## src/rtl/pwm_cap_pkg.sv

```systemverilog
// Shared definitions for the PWM input capture block.
//   - APB register offsets (byte address bits [7:0])
//   - CTRL / STATUS bit positions
//   - Capture FSM state encoding
package pwm_cap_pkg;

  localparam logic [7:0] REG_CTRL   = 8'h40;
  localparam logic [7:0] REG_STATUS = 8'h44;
  localparam logic [7:0] REG_PERIOD = 8'h48;
  localparam logic [7:0] REG_HIGH   = 8'h4C;
  localparam logic [7:0] REG_CNT    = 8'h50;

  localparam int CTRL_EN     = 0;
  localparam int CTRL_INV    = 1;
  localparam int CTRL_IRQ_EN = 2;

  localparam int STAT_VALID = 0;
  localparam int STAT_OVF   = 1;
  localparam int STAT_BUSY  = 2;

  typedef enum logic [1:0] {
    ST_IDLE = 2'd0,
    ST_ARM  = 2'd1,
    ST_HIGH = 2'd2,
    ST_LOW  = 2'd3
  } cap_state_e;

endpackage

```

## src/rtl/pwm_cap_sync.sv

```systemverilog
// Input conditioning for pwm_capture.
//   Synchronizes the asynchronous pwm_in, optionally glitch-filters it
//   (macro PWM_CAP_FILTER_EN), and emits one-cycle rise/fall pulses of the
//   active level. Edges are detected on the raw level and swapped when inv is
//   set, so toggling inv never fabricates an edge.
// Ports:
//   apb_pclk  in  clock
//   apb_prst  in  synchronous active-high reset
//   pwm_in    in  asynchronous PWM input
//   inv       in  1 = measure the low-active pulse
//   rise      out registered pulse: active level went high
//   fall      out registered pulse: active level went low
module pwm_cap_sync #(
  parameter int SYNC_STAGES = 2,
  parameter int FILT_LEN    = 4
) (
  input  logic apb_pclk,
  input  logic apb_prst,
  input  logic pwm_in,
  input  logic inv,
  output logic rise,
  output logic fall
);

  if (SYNC_STAGES < 2 || FILT_LEN < 1) begin : g_bad_param
    $error("pwm_cap_sync: SYNC_STAGES must be >= 2 and FILT_LEN >= 1");
  end

  logic [SYNC_STAGES-1:0] sync_q;
  logic                   lvl_s;
  logic                   lvl_f;
  logic                   prev_q;

  // synchronizer stage
  always_ff @(posedge apb_pclk) begin
    if (apb_prst) sync_q <= '0;
    else          sync_q <= {sync_q[SYNC_STAGES-2:0], pwm_in};
  end

  assign lvl_s = sync_q[SYNC_STAGES-1];

`ifdef PWM_CAP_FILTER_EN
  localparam int RUN_W = (FILT_LEN > 1) ? $clog2(FILT_LEN) : 1;

  logic [RUN_W-1:0] run_q;
  logic             filt_q;

  // glitch filter stage: run_q counts consecutive samples that disagree
  // with the accepted level; the level flips on the FILT_LEN-th one.
  always_ff @(posedge apb_pclk) begin
    if (apb_prst) begin
      run_q  <= '0;
      filt_q <= 1'b0;
    end else if (lvl_s == filt_q) begin
      run_q <= '0;
    end else if (run_q == RUN_W'(FILT_LEN - 1)) begin
      filt_q <= lvl_s;
      run_q  <= '0;
    end else begin
      run_q <= run_q + RUN_W'(1);
    end
  end

  assign lvl_f = filt_q;
`else
  assign lvl_f = lvl_s;
`endif

  // edge stage
  always_ff @(posedge apb_pclk) begin
    if (apb_prst) begin
      prev_q <= 1'b0;
      rise   <= 1'b0;
      fall   <= 1'b0;
    end else begin
      prev_q <= lvl_f;
      rise   <= inv ? (~lvl_f & prev_q) : (lvl_f & ~prev_q);
      fall   <= inv ? (lvl_f & ~prev_q) : (~lvl_f & prev_q);
    end
  end

endmodule

```

## src/rtl/pwm_capture.sv

```systemverilog
// APB-slave PWM input capture.
//   Measures period and active time of pwm_in in apb_pclk cycles. Results in
//   PERIOD/HIGH, sticky valid/ovf in STATUS, level interrupt on cap_irq.
//   Optional glitch filter on the input: define PWM_CAP_FILTER_EN.
// Ports:
//   apb_pclk     in   clock, sole domain
//   apb_prst     in   synchronous active-high reset
//   apb_psel     in   APB select
//   apb_paddr    in   [31:0] address, [7:0] decoded
//   apb_penable  in   APB access phase
//   apb_pwrite   in   1 = write
//   apb_pwdata   in   [31:0] write data
//   apb_prdata   out  [31:0] combinational read data, 0 when not reading
//   pwm_in       in   asynchronous PWM input
//   cap_irq      out  irq_en & (valid | ovf)
module pwm_capture
  import pwm_cap_pkg::*;
#(
  parameter int CNT_W       = 32,
  parameter int SYNC_STAGES = 2,
  parameter int FILT_LEN    = 4
) (
  input  logic        apb_pclk,
  input  logic        apb_prst,
  input  logic        apb_psel,
  input  logic [31:0] apb_paddr,
  input  logic        apb_penable,
  input  logic        apb_pwrite,
  input  logic [31:0] apb_pwdata,
  output logic [31:0] apb_prdata,
  input  logic        pwm_in,
  output logic        cap_irq
);

  if (CNT_W < 2 || CNT_W > 32) begin : g_bad_param
    $error("pwm_capture: CNT_W must be in 2..32");
  end

  logic       we;
  logic       re;
  logic [7:0] addr;
  logic       unused_bits;

  assign we          = apb_psel & apb_penable & apb_pwrite;
  assign re          = apb_psel & apb_penable & ~apb_pwrite;
  assign addr        = apb_paddr[7:0];
  assign unused_bits = ^{apb_paddr[31:8], apb_pwdata[31:3]};

  logic             en_q, inv_q, irq_en_q;
  logic             valid_q, ovf_q;
  logic [CNT_W-1:0] period_q, high_q, cnt_q, hi_lat_q;
  cap_state_e       state_q;

  logic             rise, fall;
  cap_state_e       state_d;
  logic [CNT_W-1:0] cnt_d;
  logic             cap_ld, lat_ld, ovf_set;
  logic             ctrl_wr, stat_wr, busy;

  function automatic logic is_saturated(input logic [CNT_W-1:0] c);
    return &c;
  endfunction

  pwm_cap_sync #(
    .SYNC_STAGES (SYNC_STAGES),
    .FILT_LEN    (FILT_LEN)
  ) u_sync (
    .apb_pclk (apb_pclk),
    .apb_prst (apb_prst),
    .pwm_in   (pwm_in),
    .inv      (inv_q),
    .rise     (rise),
    .fall     (fall)
  );

  // next-state and counter decision
  always_comb begin
    state_d = state_q;
    cnt_d   = cnt_q;
    cap_ld  = 1'b0;
    lat_ld  = 1'b0;
    ovf_set = 1'b0;
    if (!en_q) begin
      state_d = ST_IDLE;
      cnt_d   = '0;
    end else begin
      unique case (state_q)
        ST_IDLE: begin
          state_d = ST_ARM;
          cnt_d   = '0;
        end
        ST_ARM: begin
          cnt_d = '0;
          if (rise) begin
            state_d = ST_HIGH;
            cnt_d   = CNT_W'(1);
          end
        end
        ST_HIGH: begin
          if (is_saturated(cnt_q)) begin
            ovf_set = 1'b1;
            state_d = ST_ARM;
            cnt_d   = '0;
          end else begin
            cnt_d = cnt_q + CNT_W'(1);
            if (fall) begin
              lat_ld  = 1'b1;
              state_d = ST_LOW;
            end
          end
        end
        ST_LOW: begin
          if (is_saturated(cnt_q)) begin
            ovf_set = 1'b1;
            state_d = ST_ARM;
            cnt_d   = '0;
          end else if (rise) begin
            cap_ld  = 1'b1;
            state_d = ST_HIGH;
            cnt_d   = CNT_W'(1);
          end else begin
            cnt_d = cnt_q + CNT_W'(1);
          end
        end
        default: begin
          state_d = ST_IDLE;
          cnt_d   = '0;
        end
      endcase
    end
  end

  assign ctrl_wr = we && (addr == REG_CTRL);
  assign stat_wr = we && (addr == REG_STATUS);

  // register stage: FSM, counter, captures, CSRs
  always_ff @(posedge apb_pclk) begin
    if (apb_prst) begin
      state_q  <= ST_IDLE;
      cnt_q    <= '0;
      hi_lat_q <= '0;
      period_q <= '0;
      high_q   <= '0;
      en_q     <= 1'b0;
      inv_q    <= 1'b0;
      irq_en_q <= 1'b0;
      valid_q  <= 1'b0;
      ovf_q    <= 1'b0;
    end else begin
      state_q <= state_d;
      cnt_q   <= cnt_d;
      if (lat_ld) hi_lat_q <= cnt_q;
      // PERIOD and HIGH move together so a reader never sees a torn pair
      if (cap_ld) begin
        period_q <= cnt_q;
        high_q   <= hi_lat_q;
      end
      if (ctrl_wr) begin
        en_q     <= apb_pwdata[CTRL_EN];
        inv_q    <= apb_pwdata[CTRL_INV];
        irq_en_q <= apb_pwdata[CTRL_IRQ_EN];
      end
      // hardware set beats a simultaneous W1C
      valid_q <= cap_ld  | (valid_q & ~(stat_wr & apb_pwdata[STAT_VALID]));
      ovf_q   <= ovf_set | (ovf_q   & ~(stat_wr & apb_pwdata[STAT_OVF]));
    end
  end

  assign busy    = (state_q == ST_HIGH) || (state_q == ST_LOW);
  assign cap_irq = irq_en_q & (valid_q | ovf_q);

  always_comb begin
    apb_prdata = '0;
    if (re) begin
      unique case (addr)
        REG_CTRL: begin
          apb_prdata[CTRL_EN]     = en_q;
          apb_prdata[CTRL_INV]    = inv_q;
          apb_prdata[CTRL_IRQ_EN] = irq_en_q;
        end
        REG_STATUS: begin
          apb_prdata[STAT_VALID] = valid_q;
          apb_prdata[STAT_OVF]   = ovf_q;
          apb_prdata[STAT_BUSY]  = busy;
        end
        REG_PERIOD: apb_prdata = 32'(period_q);
        REG_HIGH:   apb_prdata = 32'(high_q);
        REG_CNT:    apb_prdata = 32'(cnt_q);
        default:    apb_prdata = '0;
      endcase
    end
  end

endmodule

```

## config.mk

```make
export PLATFORM = sky130hd
export DESIGN_NAME = pwm_capture
export DESIGN_NICKNAME = d
export VERILOG_FILES = /design/src/rtl/pwm_cap_pkg.sv /design/src/rtl/pwm_cap_sync.sv /design/src/rtl/pwm_capture.sv
export SDC_FILE = /design/constraint.sdc
export NUM_CORES = 1
export LEC_CHECK = 0
export BUFFER_PORTS_ARGS = -buffer_cell sky130_fd_sc_hd__buf_2
export CELL_PAD_IN_SITES_DETAIL_PLACEMENT = 0
export CELL_PAD_IN_SITES_GLOBAL_PLACEMENT = 2
export CORE_MARGIN = 3
export CORE_UTILIZATION = 25
export DETAILED_ROUTE_END_ITERATION = 10
export GPL_TIMING_DRIVEN = 1
export PLACE_DENSITY_LB_ADDON = 0.1
export SYNTH_ARGS = -nofsm -noshare
export SYNTH_HDL_FRONTEND = slang
export SYNTH_HIERARCHICAL = 1
export SYNTH_SLANG_ARGS = --single-unit
```

## constraint.sdc

```tcl
create_clock -name apb_pclk -period 6.85 [get_ports apb_pclk]
set_input_delay 0 -clock apb_pclk [delete_from_list [all_inputs] [get_ports apb_pclk]]
set_output_delay 0 -clock apb_pclk [all_outputs]
set_load 0.1 [all_outputs]
```

==> impl_results.html <==
<table>
<tr><th>Metric</th><th>Value</th></tr>
<tr><th colspan="2">GRT</th></tr>
<tr><td>Vias in the first global route</td><td>between 6000 and 7000</td></tr>
<tr><td>First-pass GRT wire length</td><td>roughly 34000 um</td></tr>
<tr><td>Total Routing Usage GR</td><td>0.1514</td></tr>
<tr><td>Number of antenna violations at the first check in global routing</td><td>0</td></tr>
<tr><td>Maximum number of pins on one net before global-route repair</td><td>between 90 and 100</td></tr>
<tr><td>Remaining global-route overflow</td><td>0</td></tr>
<tr><th colspan="2">Synth</th></tr>
<tr><td>Post-synthesis instance area</td><td>approximately 0.0065 mm2</td></tr>
<tr><td>Cell type contributing the most total cell area after synthesis</td><td>sky130_fd_sc_hd__dfxtp_1</td></tr>
<tr><td>Post-synth EDFFs</td><td>0</td></tr>
<tr><td>Top cells by area in the synthesized netlist</td><td>sky130_fd_sc_hd__dfxtp_1 43%, sky130_fd_sc_hd__nand3_1 8.7%, sky130_fd_sc_hd__a21oi_1 8.2%, sky130_fd_sc_hd__o21ai_0 8.0%, sky130_fd_sc_hd__mux2_2 5.6%</td></tr>
<tr><td>Top_reg_cell synth</td><td>sky130_fd_sc_hd__dfxtp_1</td></tr>
<tr><td>Synthesized instance count</td><td>~810</td></tr>
<tr><td>Synthesized area per cell</td><td>8.010 um2</td></tr>
<tr><td>Post-synthesis net count</td><td>about 880</td></tr>
<tr><td>Distinct cells, synth</td><td>about 40</td></tr>
<tr><td>Part of the Yosys area used for sequential elements</td><td>0.4330</td></tr>
<tr><td>Top cell type's share of synthesized area</td><td>0.4330</td></tr>
<tr><td>Synth async-reset ratio</td><td>0</td></tr>
<tr><td>FF+latch count, synth</td><td>140</td></tr>
<tr><td>Synth warnings</td><td>6</td></tr>
<tr><th colspan="2">Clock network</th></tr>
<tr><td>Clock buffers created by TritonCTS</td><td>17</td></tr>
<tr><td>Setup Buffers After CTS</td><td>0</td></tr>
<tr><td>Skew-Pair Late Insertion Delay</td><td>between 400 and 500 ps</td></tr>
<tr><td>H-Tree Level Count</td><td>4</td></tr>
<tr><td>Clock buffer depth</td><td>2</td></tr>
<tr><td>Hold Buf Count CTS</td><td>8</td></tr>
<tr><td>Clock Tree Root</td><td>sky130_fd_sc_hd__clkbuf_16</td></tr>
<tr><td>Clock sinks</td><td>140</td></tr>
<tr><td>CTS tree</td><td>done</td></tr>
<tr><td>Total of cells resized after clock tree synthesis</td><td>0</td></tr>
<tr><td>CTS clock-pin slew for the worst setup and hold paths</td><td>around 60 ps</td></tr>
<tr><th colspan="2">Power and ir drop</th></tr>
<tr><td>Ratio of total power to cell area</td><td>approximately 240 mW/mm2</td></tr>
<tr><td>Maximum resistive drop on vdd</td><td>between 0.0001 and 0.00015 V</td></tr>
<tr><td>Post-route total power</td><td>about 1.8 mW</td></tr>
<tr><td>Pleak</td><td>2.372 nW</td></tr>
<tr><th colspan="2">Die</th></tr>
<tr><td>Effective utilization at floorplan</td><td>0.2556</td></tr>
<tr><td>Site Rows</td><td>58</td></tr>
<tr><td>Die area</td><td>about 0.028 mm2</td></tr>
<tr><td>Top-Level Pins</td><td>between 100 and 150</td></tr>
<tr><td>Vertical die dimension</td><td>166.9 um</td></tr>
<tr><td>Placeable core area</td><td>around 0.025 mm2</td></tr>
<tr><td>Overall die width</td><td>166.9 um</td></tr>
<tr><th colspan="2">Setup path</th></tr>
<tr><td>Delay-heaviest family, CP</td><td>simple AND/OR/NAND/NOR gates</td></tr>
<tr><td>Crit path max-delay cell type</td><td>sky130_fd_sc_hd__or4_1</td></tr>
<tr><td>Critical path buffer and inverter count</td><td>1</td></tr>
<tr><td>Maximum fanout encountered on the critical timing path</td><td>just under 60</td></tr>
<tr><td>R2R Path End</td><td>hi_lat_q[13]</td></tr>
<tr><td>R2R depth</td><td>6</td></tr>
<tr><td>Longest individual stage delay on the worst path</td><td>about 760 ps</td></tr>
<tr><td>Reg-to-reg slack, setup</td><td>between 3000 and 4000 ps</td></tr>
<tr><td>Reg-to-reg startpoint</td><td>cnt_q[12]</td></tr>
<tr><td>Startpoint Class</td><td>flip-flop</td></tr>
<tr><td>Cell chain of the critical path</td><td>nand4_2, or4_1, nor4_4, buf_4, o21ai_0, a21oi_1</td></tr>
<tr><td>Worst EP arrival</td><td>~3200 ps</td></tr>
<tr><td>Nature of the critical path endpoint</td><td>flip-flop</td></tr>
<tr><td>Worst Path Required</td><td>7180 ps</td></tr>
<tr><td>Worst setup path class</td><td>reg -&gt; reg</td></tr>
<tr><th colspan="2">Hold path</th></tr>
<tr><td>Number of cells on the worst hold path</td><td>4</td></tr>
<tr><td>Path class of the lowest-slack min-delay path</td><td>in -&gt; reg</td></tr>
<tr><td>Worst hold path startpoint</td><td>apb_paddr[4]</td></tr>
<tr><td>End of the worst hold path</td><td>inv_q</td></tr>
<tr><th colspan="2">Final layout</th></tr>
<tr><td>Antenna diode count</td><td>0</td></tr>
<tr><td>Final design instance area without fill</td><td>0.007589 mm2</td></tr>
<tr><td>Share of layout cells above drive strength 1</td><td>0.1606</td></tr>
<tr><td>Number of nets in the finished design</td><td>between 800 and 900</td></tr>
<tr><td>Post-route insts no fill</td><td>around 1200</td></tr>
<tr><td>Area Growth Syn to Fin</td><td>17.24%</td></tr>
<tr><th colspan="2">Route</th></tr>
<tr><td>TritonRoute pass-1 iters</td><td>6</td></tr>
<tr><td>Post-route DRC violation count</td><td>0</td></tr>
<tr><td>Total via count after detailed routing</td><td>about 5900</td></tr>
<tr><td>Count of routing violations after the opening detailed-route iteration</td><td>384</td></tr>
<tr><td>Count of nets left with antenna violations after detail routing</td><td>0</td></tr>
<tr><td>Routed WL</td><td>20670 um</td></tr>
<tr><td>Routed length per instance</td><td>~18 um</td></tr>
<tr><td>Mean number of vias per cell</td><td>just over 5</td></tr>
<tr><th colspan="2">Timing</th></tr>
<tr><td>Final number of max-transition violations</td><td>0</td></tr>
<tr><td>Fin crit share</td><td>0.4183</td></tr>
<tr><td>Final worst-path setup slack</td><td>roughly 4000 ps</td></tr>
<tr><td>Final Hold Violating Endpoints</td><td>0</td></tr>
<tr><td>Min cycle time layout</td><td>around 2900 ps</td></tr>
<tr><td>Setup total negative slack</td><td>0 ps</td></tr>
<tr><td>Final Setup Violations</td><td>0</td></tr>
<tr><td>Slew at the pin with the worst max-slew slack</td><td>1118 ps</td></tr>
<tr><td>F_max</td><td>around 350 MHz</td></tr>
<tr><td>Worst Clk Skew</td><td>14.00 ps</td></tr>
<tr><td>Unrepaired setup endpoints after global routing</td><td>false</td></tr>
<tr><td>Slew margin rel.</td><td>0.2543</td></tr>
<tr><th colspan="2">Placed design</th></tr>
<tr><td>Number of placed cells counting well taps</td><td>1112</td></tr>
<tr><td>Placed cell areas</td><td>around 0.007 mm2</td></tr>
<tr><td>Placer congestion estimate</td><td>0.7032</td></tr>
<tr><td>Worst setup slack before clock tree synthesis</td><td>~4000 ps</td></tr>
<tr><td>Sum of net half-perimeters after detailed placement</td><td>approximately 11000 um</td></tr>
<tr><td>Port bufs</td><td>between 40 and 50</td></tr>
<tr><th colspan="2">Run</th></tr>
<tr><td>Max-cap violation count</td><td>0</td></tr>
<tr><th colspan="2">Run status</th></tr>
<tr><td>Outcome</td><td>completed</td></tr>
</table>
==> through the flow <==
| stage | hold WS, ps | util |
|---|---|---|
| final | 42.10 | 0.2996 |
| after global routing | 68.51 | 0.2996 |
| after CTS | 16.81 | 0.2996 |
| after detailed placement | 219.8 | 0.2723 |
| after global placement | 211.9 | 0.2723 |
| after floorplan | 71.61 | - |
==> area by class of cell <==
class                      count  area [um2]
clock buffer                  21       470.5
sequential                   140        2803
inverter                       6       22.52
timing repair buffer          68       410.4
clock inverter                11       141.4
fill                        2679       17740
tap                          330       412.9
multi-input combinational    576        3328
==> worst reg2reg max path, stage by stage, from the launching register on <==
cell and delay (ps):
sky130_fd_sc_hd__dfxtp_1 550, sky130_fd_sc_hd__nand4_2 280, sky130_fd_sc_hd__or4_1 760, sky130_fd_sc_hd__nor4_4 280
sky130_fd_sc_hd__buf_4 520, sky130_fd_sc_hd__o21ai_0 200, sky130_fd_sc_hd__a21oi_1 180
==> worst max-delay path by stage <==
stage / startpoint / to / cells past startpoint
after global routing: cnt_q[12] / high_q[0] / 6
after global placement: cnt_q[12] / high_q[15] / 6
after CTS: cnt_q[12] / high_q[14] / 6
after floorplan: apb_paddr[0] / apb_prdata[1] / 4
after detailed placement: cnt_q[12] / period_q[0] / 6
final: cnt_q[12] / hi_lat_q[13] / 6
==> power breakdown <==
group / internal, mW / switching (mW) / total (mW)
clock network: 0.600 / 0.361 / 0.961
logic: 0.0117 / 0.0227 / 0.0344
registers: 0.815 / 0.000370 / 0.815
total: 1.43 / 0.384 / 1.81
==> layer usage <==
metal,GRT usage,vias up,routed length (um)
li1,-,2871,-
met1,0.1998,2892,9994
met2,0.2536,112,9683
met3,0.02706,21,684
met4,0.04484,0,306
met5,0,-,0
==> sequential cells by signal, summed over array words and instances (netlist names) <==
name	cells
ovf_q	1
u_sync/rise	1
cnt_q	32
hi_lat_q	32
state_q	2
period_q	32
high_q	32
inv_q	1
valid_q	1
en_q	1
u_sync/sync_q	2
u_sync/fall	1
irq_en_q	1
u_sync/prev_q	1
==> placed cells by master (no fill, tap or decap), types with 3 or more instances in the layout <==
cell / Yosys / routed
sky130_fd_sc_hd__dfxtp_1: 140 / 140
sky130_fd_sc_hd__nand3_1: 112 / 111
sky130_fd_sc_hd__clkinvlp_4: 0 / 3
sky130_fd_sc_hd__a22o_1: 3 / 3
sky130_fd_sc_hd__xor2_1: 7 / 7
sky130_fd_sc_hd__mux2_2: 32 / 32
sky130_fd_sc_hd__nor2_1: 71 / 70
sky130_fd_sc_hd__nor2b_1: 10 / 10
sky130_fd_sc_hd__clkbuf_16: 0 / 17
sky130_fd_sc_hd__a22oi_1: 31 / 31
sky130_fd_sc_hd__o21ai_0: 103 / 102
sky130_fd_sc_hd__nand2b_1: 4 / 4
sky130_fd_sc_hd__clkinv_2: 0 / 4
sky130_fd_sc_hd__inv_1: 6 / 6
sky130_fd_sc_hd__clkbuf_8: 0 / 3
sky130_fd_sc_hd__nor3_1: 10 / 10
sky130_fd_sc_hd__nor4_1: 10 / 10
sky130_fd_sc_hd__buf_2: 3 / 48
sky130_fd_sc_hd__buf_4: 0 / 12
sky130_fd_sc_hd__dlygate4sd3_1: 0 / 8
sky130_fd_sc_hd__bufinv_16: 0 / 3
sky130_fd_sc_hd__xnor2_1: 22 / 22
sky130_fd_sc_hd__nand4_1: 6 / 6
sky130_fd_sc_hd__nand2_1: 21 / 21
sky130_fd_sc_hd__and4_1: 5 / 5
sky130_fd_sc_hd__a21oi_1: 106 / 106
==> cells in the mapped netlist, drive strengths merged (2+ instances only) <==
cell,number
nor4,11
nand4,7
nor3,10
clkbuf,80
a21oi,106
or2,2
o22ai,2
dfxtp,140
o21ai,103
a22o,3
nand3,112
buf,6
nor2b,10
mux2,32
and3,3
xnor2,22
inv,6
nand2b,4
mux2i,2
and4,5
a22oi,31
xor2,7
nor2,71
nand2,21
==> cell families (layout without fill, tap and decap cells) <==
kind of cell,Yosys count,count (layout),synth area share
muxes,34,34,0.05877
adders and majority gates,1,1,0.001933
buffers and inverters,92,106,0.05625
AOI/OAI and AO/OA,248,248,0.2076
and+or+nand+nor,264,264,0.2032
xor gates and xnor gates,29,29,0.03924
DFF,140,140,0.4330
Power figures use the tool's default switching activity.
